--- config.mk ---
export PLATFORM = sky130hd
export DESIGN_NAME = weight_mem_writer_flat
export DESIGN_NICKNAME = d
export VERILOG_FILES = /design/src/rtl/weight_mem_writer_if.sv /design/src/rtl/weight_mem_writer.sv /design/src/flat_wrapper.sv
export SDC_FILE = /design/constraint.sdc
export NUM_CORES = 1
export LEC_CHECK = 0
export CAP_MARGIN = 10
export CORE_MARGIN = 2
export CORE_UTILIZATION = 40
export CTS_BUF_LIST = sky130_fd_sc_hd__clkbuf_8
export DETAILED_ROUTE_END_ITERATION = 12
export PLACE_DENSITY = 0.69
export SYNTH_ARGS = -nofsm -noshare
export SYNTH_HDL_FRONTEND = slang
export SYNTH_SLANG_ARGS = --single-unit
--- constraint.sdc ---
create_clock -name clk -period 2.2 [get_ports clk]
set_input_delay 0.55 -clock clk [delete_from_list [all_inputs] [get_ports clk]]
set_output_delay 0.55 -clock clk [all_outputs]
set_load 0.01 [all_outputs]
--- src/rtl/weight_mem_writer_if.sv ---
// Serial weight load handshake between the loader and weight_mem_writer.
// Signals: start, in_valid, in_bit (loader to writer), in_ready (writer to loader).
interface weight_mem_writer_if;
    logic start;
    logic in_valid;
    logic in_bit;
    logic in_ready;

    modport master (
        output start,
        output in_valid,
        output in_bit,
        input  in_ready
    );

    modport slave (
        input  start,
        input  in_valid,
        input  in_bit,
        output in_ready
    );
endinterface

--- src/rtl/weight_mem_writer.sv ---
// Loads N signed 8-bit weights from an MSB-first serial bit stream into an
// internal array and exposes them on a combinational read port.
// Ports: clk, rst_n (async, active-low); ld (slave: start, in_valid, in_bit,
// in_ready); Adr/out read port; done; wr_count; checksum when
// WMW_CHECKSUM_EN is defined (sum of written weights, sign-extended, mod 2^16).
module weight_mem_writer #(
    parameter int N = 1
) (
    input  logic                clk,
    input  logic                rst_n,
    weight_mem_writer_if.slave  ld,
    input  logic [31:0]         Adr,
    output logic signed [7:0]   out,
    output logic                done,
    output logic [31:0]         wr_count
`ifdef WMW_CHECKSUM_EN
    ,
    output logic [15:0]         checksum
`endif
);

    localparam int AW = (N > 1) ? $clog2(N) : 1;

    typedef enum logic [1:0] {
        IDLE,
        LOAD,
        DONE
    } state_e;

    state_e          state_q, state_d;
    logic [2:0]      bit_cnt_q, bit_cnt_d;
    logic [6:0]      shift_q, shift_d;
    logic [AW-1:0]   wr_adr_q, wr_adr_d;
    logic [31:0]     wr_count_q, wr_count_d;
    logic [7:0]      mem_q [N];
    logic            we;
    logic [7:0]      wdata;
    logic            init;

`ifdef WMW_CHECKSUM_EN
    logic [15:0]     checksum_q, checksum_d;
`endif

    always_ff @(posedge clk or negedge rst_n) begin
        if (!rst_n) begin
            state_q    <= IDLE;
            bit_cnt_q  <= '0;
            shift_q    <= '0;
            wr_adr_q   <= '0;
            wr_count_q <= '0;
        end else begin
            state_q    <= state_d;
            bit_cnt_q  <= bit_cnt_d;
            shift_q    <= shift_d;
            wr_adr_q   <= wr_adr_d;
            wr_count_q <= wr_count_d;
        end
    end

    always_comb begin
        state_d     = state_q;
        bit_cnt_d   = bit_cnt_q;
        shift_d     = shift_q;
        wr_adr_d    = wr_adr_q;
        wr_count_d  = wr_count_q;
        we          = 1'b0;
        wdata       = {shift_q, ld.in_bit};
        init        = 1'b0;
        ld.in_ready = 1'b0;
        done        = 1'b0;

        unique case (state_q)
            IDLE: begin
                if (ld.start) begin
                    init = 1'b1;
                end
            end
            LOAD: begin
                ld.in_ready = 1'b1;
                if (ld.in_valid) begin
                    if (bit_cnt_q == 3'd7) begin
                        we         = 1'b1;
                        bit_cnt_d  = '0;
                        wr_count_d = wr_count_q + 32'd1;
                        if (wr_adr_q == AW'(N - 1)) begin
                            state_d = DONE;
                        end else begin
                            wr_adr_d = wr_adr_q + AW'(1);
                        end
                    end else begin
                        shift_d   = {shift_q[5:0], ld.in_bit};
                        bit_cnt_d = bit_cnt_q + 3'd1;
                    end
                end
            end
            DONE: begin
                done = 1'b1;
                if (ld.start) begin
                    init = 1'b1;
                end
            end
            default: state_d = IDLE;
        endcase

        // Honoured start: fresh load, stale partial byte discarded.
        if (init) begin
            state_d    = LOAD;
            bit_cnt_d  = '0;
            shift_d    = '0;
            wr_adr_d   = '0;
            wr_count_d = '0;
        end
    end

    always_ff @(posedge clk or negedge rst_n) begin
        if (!rst_n) begin
            for (int i = 0; i < N; i++) begin
                mem_q[i] <= '0;
            end
        end else if (we) begin
            for (int i = 0; i < N; i++) begin
                if (wr_adr_q == AW'(i)) begin
                    mem_q[i] <= wdata;
                end
            end
        end
    end

    // Full-width compare so out-of-range addresses read as zero.
    always_comb begin
        out = '0;
        for (int i = 0; i < N; i++) begin
            if (Adr == 32'(i)) begin
                out = mem_q[i];
            end
        end
    end

    assign wr_count = wr_count_q;

`ifdef WMW_CHECKSUM_EN
    always_comb begin
        checksum_d = checksum_q;
        if (init) begin
            checksum_d = '0;
        end else if (we) begin
            checksum_d = checksum_q + {{8{wdata[7]}}, wdata};
        end
    end

    always_ff @(posedge clk or negedge rst_n) begin
        if (!rst_n) begin
            checksum_q <= '0;
        end else begin
            checksum_q <= checksum_d;
        end
    end

    assign checksum = checksum_q;
`endif

endmodule

--- src/flat_wrapper.sv ---
// flat-port wrapper written by rule: the top's interface ports become plain ports
module weight_mem_writer_flat 
#(
    parameter int N = 1
)
  (clk, rst_n, Adr, out, done, wr_count, ld_start, ld_in_valid, ld_in_bit, ld_in_ready);
  weight_mem_writer_if ld_i ();
  input  logic clk;
  input  logic rst_n;
  input  logic [31:0] Adr;
  output logic signed [7:0] out;
  output logic done;
  output logic [31:0] wr_count;
  input wire logic [$bits(ld_i.start)-1:0] ld_start;
  input wire logic [$bits(ld_i.in_valid)-1:0] ld_in_valid;
  input wire logic [$bits(ld_i.in_bit)-1:0] ld_in_bit;
  output wire logic [$bits(ld_i.in_ready)-1:0] ld_in_ready;
  assign ld_i.start = ld_start;
  assign ld_i.in_valid = ld_in_valid;
  assign ld_i.in_bit = ld_in_bit;
  assign ld_in_ready = ld_i.in_ready;
  weight_mem_writer #(.N(N)) u_core (.clk(clk), .rst_n(rst_n), .ld(ld_i), .Adr(Adr), .out(out), .done(done), .wr_count(wr_count));
endmodule
Yosys cells after proc, flatten, opt, wreduce, memory -nomap -nowiden
Index checks and enable logic that the tools add are counted.
W data, S select, Z words.
{ "totals": {"ff_bits": 53, "inputBits": 37, "out_inout_bits": 42} }
{ "classes": {"add_sub_neg": 3, "eq_ne": 8, "muxes": 30, "bitwise_logic": 1, "n_reduce_logical": 11} }
{ "ops": {"columns": ["op", "count"], "rows": [
  ["$mux W32", 4],
  ["$add A32 B1 Y32 const B", 1],
  ["$logic_not A32 Y1", 1],
  ["$mux W7", 4],
  ["$mux W1", 12],
  ["$mux W3", 4],
  ["$mux W2", 4],
  ["$mux W8", 1],
  ["$reduce_and A3 Y1", 2],
  ["$reduce_bool A2 Y1", 3],
  ["$ne A2 B1 Y1 const B", 2],
  ["$pmux W2 S2", 1],
  ["$reduce_and A2 Y1", 2],
  ["$reduce_and A4 Y1", 1],
  ["$add A3 B1 Y3 const B", 1],
  ["$eq A3 B3 Y1 const B", 1],
  ["$ne A3 B1 Y1 const B", 1],
  ["$ne A3 B2 Y1 const B", 1],
  ["$ne A3 B3 Y1 const B", 1],
  ["$eq A2 B1 Y1 const B", 1],
  ["$eq A2 B2 Y1 const B", 1],
  ["$logic_not A2 Y1", 1],
  ["$reduce_or A2 Y1", 1],
  ["$add A1 B1 Y1 const B", 1],
  ["$not A1 Y1", 1]
]} }

Logic depth before layout (Yosys ltp)
{ "logic_depth": {"depth_word": 6, "ltp_mapped": 7, "ltp_nobuf": 6} }

Worst setup path after synthesis
OpenSTA, ideal clock, no wires.
{ "synth_path": {"kind": "register to register", "start": "register u_core.bit_cnt_q[0]", "end": "register u_core.wr_count_q[13] (netlist: u_core.wr_count[13])", "setup_time_ns": 0.078, "arrival_time_ns": 1.884, "slack_ns": 0.238, "stages_incl_launch_ff": 7, "n_path_buf": 0, "period_less_slack_ns": 1.962, "path_cell_list": "dfrtp_1 > ha_1 > ha_1 > nand4b_1 > nor3_1 > or4b_2 > a21oi_1"} }
{ "synth_between": {"elab_chain_len": 3} }
{ "synth_rtl": {"columns": ["element", "line", "source"], "rows": [
  ["from (decl)", "weight_mem_writer.sv:31", "logic [2:0] bit_cnt_q, bit_cnt_d;"],
  ["from (signal assigned)", "weight_mem_writer.sv:53", "bit_cnt_q <= bit_cnt_d;"],
  ["$eq A3 B3 Y1", "weight_mem_writer.sv:81", "if (bit_cnt_q == 3'd7) begin"],
  ["$reduce_bool A2 Y1 (no line)", null, null],
  ["$reduce_and A3 Y1 (no line)", null, null],
  ["to (signal assigned)", "weight_mem_writer.sv:56", "wr_count_q <= wr_count_d;"],
  ["to (decl)", "weight_mem_writer.sv:34", "logic [31:0] wr_count_q, wr_count_d;"]
]} }
No other way between the ends.
A chain may end at the register's enable or synchronous reset.

Final worst setup path
{ "layout_path": {"start": "input port Adr[25]", "end": "output port out[5]"} }
{ "layout_between": {"elab_chain_len": 2} }
{ "layout_rtl": {"columns": ["element", "line", "source"], "rows": [
  ["from (decl)", "flat_wrapper.sv:10", "input logic [31:0] Adr;"],
  ["$logic_not A32 Y1", "weight_mem_writer.sv:133", "if (Adr == 32'(i)) begin"],
  ["$mux W8", "weight_mem_writer.sv:133", null],
  ["to (decl)", "flat_wrapper.sv:11", "output logic signed [7:0] out;"]
]} }
No other way between the ends.

==> impl_metrics.tcl <==
set metrics [dict create \
    rr_endpoint "u_core.wr_count[13]$_DFFE_PN0P_" \
    dpl.hpwl_mm 5.40 \
    die_x_um 86.0 \
    crit_slowest_cell "nor4_2" \
    ir_drop_uv 506 \
    critPathBufInv 3 \
    dr.pass1.iters 4 \
    dieArea_um2 7400 \
    hp-class "primary input to async pin" \
    finalWirelength_mm 7.20 \
    rrSetupSlack_ns 0.18 \
    max-slew-margin-rel 0.643 \
    final_nets 426 \
    seq_area_frac_synth 0.484 \
    fp.dieH_um 86.0 \
    min_period_over_period 0.979 \
    finalPower_w 0.00228 \
    clock_skew_ns 0.0122 \
    synthSimpleGateAreaFrac 0.313 \
    power_density_nw_per_um2 601 \
    path_delay_family "simple AND/OR/NAND/NOR gates" \
    grt_pass1_wl_mm 12.2 \
    fmax_mhz 464 \
    reg2reg_from "u_core.bit_cnt_q[0]$_DFFE_PN0P_" \
    drive_gt1_frac 0.204 \
    async_reset_ff_frac 1.00 \
    multi_input_area_um2 1400 \
    antenna_cells 0 \
    drc 0 \
    synth_xor_area_frac 0.0260 \
    startpoint "Adr[25]" \
    syn_to_final_growth_pct 41.0 \
    crit_path_start_kind "primary input" \
    worstRegToRegCells 6 \
    antenna_found_initial 0 \
    cts-root-buf "clkbuf_8" \
    ys_warn_count 0 \
    num_vias 2546 \
    h-tree-depth 2 \
    place_congestion 0.745 \
    synth_cell_types 42 \
    tns_ns 0 \
    cts_tree "done" \
    final_util 0.590 \
    syn-num-nets 327 \
    max-cap-violations 0 \
    synth-edff-count 0 \
    design.core.area_um2 6420 \
    cts.reportedPaths.clkPinSlew_ns 0.10 \
    synth_seq_cells 52 \
    clock_sinks 52 \
    start_util 0.419 \
    cp_cell_sequence "buf_6 -> nor4_2 -> nand4_1 -> nor2_1 -> buf_4 -> and2_4 -> buf_6" \
    syn_avg_cell_area_um2 9.37 \
    fillCellCount 581 \
    first_iter_violations 139 \
    final-setup-viol-count 0 \
    synth_top_cell_by_area "dfrtp_1" \
    synth_area_um2 2690 \
    yosys-top-cells-area "dfrtp_1 (48%), nand2_1 (7.4%), mux2i_1 (6.0%), nand4_1 (4.0%), nor2_1 (3.2%)" \
    crit_fanout 8 \
    period_minus_slack_ns 2.15 \
    hold_viol 0 \
    clk_latency_ns 0.30 \
    max_stage_delay_ns 0.28 \
    outcome "finished, final reports clean" \
    vias_per_cell 5.49 \
    cp-end-kind "primary output" \
    yosys.area.top_type_share 0.484 \
    regArea_um2 1300 \
    worst_slew_pin_slew_ns 0.535 \
    pin_count 79 \
    synth_top_family_by_area "simple AND/OR/NAND/NOR gates" \
    cp_common_cell "buf_6" \
    synthCells 287 \
    portBuffers 78 \
    synthAdderAreaFrac 0.0140 \
    cts_setup_buffers 0 \
    ant_nets 0 \
    wl_per_cell_um 15.5 \
    p_leak_nw 1.74 \
    row_count 29 \
    worstPathArrival_ns 1.60 \
    synth_compound_area_frac 0.0800 \
    grt_remaining_overflow 0 \
    final.setup.worst_slack_ns 0.0470 \
    critical_path_class "primary input to primary output" \
    grt_pass1_vias 2527 \
    clockBufferDepth 2 \
    synthMuxAreaShare 0.0595 \
    pre_cts_ws_ns -0.707 \
    cts_buffers 5 \
    track_usage 0.207 \
    drv_slew 0 \
    synth_flop_cell "dfrtp_1" \
    required_ns 1.65 \
    grt_max_degree 24 \
]
-- metal layers --
metal / GRT usage / vias to the layer above / wire, um
li1: - / 1229 / -
met1: 0.282 / 1249 / 3290
met2: 0.336 / 55 / 3580
met3: 0.0298 / 13 / 179
met4: 0.0722 / 0 / 143
met5: 0 / - / 0
-- cell usage in the layout (no fill, tap or decap), types with 2 or more instances in the layout --
| cell type | synthesis | final |
|---|---|---|
| a21oi_1 | 10 | 10 |
| and2_1 | 10 | 3 |
| and2_4 | 0 | 7 |
| and3_1 | 3 | 3 |
| buf_2 | 0 | 5 |
| buf_4 | 0 | 22 |
| buf_6 | 1 | 8 |
| clkbuf_2 | 0 | 13 |
| clkbuf_8 | 0 | 5 |
| clkdlybuf4s15_1 | 0 | 12 |
| clkdlybuf4s50_1 | 0 | 37 |
| clkinv_2 | 0 | 2 |
| dfrtp_1 | 52 | 52 |
| dlygate4sd2_1 | 0 | 3 |
| ha_1 | 3 | 3 |
| inv_1 | 6 | 6 |
| mux2i_1 | 16 | 16 |
| nand2_1 | 53 | 53 |
| nand2b_1 | 9 | 9 |
| nand3_1 | 11 | 11 |
| nand4_1 | 17 | 17 |
| nor2_1 | 23 | 23 |
| nor3_1 | 4 | 3 |
| nor4_1 | 12 | 5 |
| nor4_2 | 1 | 7 |
| o211ai_1 | 3 | 3 |
| o21ai_0 | 5 | 5 |
| o31ai_1 | 7 | 7 |
| or3_1 | 4 | 4 |
| or4_1 | 3 | 3 |
| xnor2_1 | 5 | 5 |
| xor2_1 | 3 | 3 |
-- timing repair --
item,CTS,global route
pin swaps,13,13
endpoints found under the setup margin,8,9
gates cloned,0,0
gates resized for setup,96,38
hold buffers,0,0
-- stage by stage --
stage                     hold slack (ns)  instance area [um^2]  instances
final                               0.210                  3790        464
after global routing                0.244                  3790        464
after CTS                           0.225                  3770        464
after detailed placement            0.456                  3710        456
after global placement              0.452                  3710        456
after floorplan                     0.254                  2690        287
-- power by group --
part | internal (W) | switching, W | leakage [nW]
sequential | 0.00111 | 0.000113 | 0.709
combinational | 0.000249 | 0.000273 | 0.981
clock | 0.000222 | 0.000314 | 0.0479
-- synthesized netlist by cell type, types with 2 or more instances --
cell type and count:
nor4_1 12, buf_1 2, and2_1 10, ha_1 3, nand2b_1 9, mux2i_1 16
nor3_1 4, nand2_1 53, o211ai_1 3, nor2b_1 2, and3_1 3, xnor2_1 5
or3_1 4, nor2_1 23, or4_1 3, o31ai_1 7, nand3_1 11, inv_1 6
xor2_1 3, dfrtp_1 52, a21oi_1 10, o21ai_0 5, clkbuf_1 6, nand4_1 17
-- worst max path at each step --
stage | slack, ns | end | depth (start not counted)
after floorplan | 0.24 | u_core.wr_count[13]$_DFFE_PN0P_ | 6
after global placement | -0.66 | out[4] | 7
after detailed placement | -0.71 | out[5] | 7
after CTS | 0.0007 | out[6] | 7
after global routing | -0.01 | out[4] | 7
final | 0.05 | out[5] | 7
-- logic make-up (layout without fill, tap and decap cells) --
logic type	Yosys count	in the layout
muxes	16	16
AOI/OAI and AO/OA	33	33
adders and majority gates	3	3
DFF	52	52
xor gates and xnor gates	8	8
buffers and inverters	15	115
and+or+nand+nor	160	160
-- registers in the layout, indices dropped and copies added (netlist names) --
name              flops
u_core.shift_q        7
u_core.wr_count      32
u_core.mem_q          8
u_core.bit_cnt_q      3
u_core.state_q        2
-- area by class of cell --
cell class | count | share of cell area
sequential | 52 | 0.343
multi-input combinational | 220 | 0.370
inverter | 6 | 0.00594
clock buffer | 5 | 0.0181
tap | 77 | 0.0254
clock inverter | 3 | 0.00495
timing repair buffer | 101 | 0.233
Note: power is estimated with default switching activity, not from simulation.
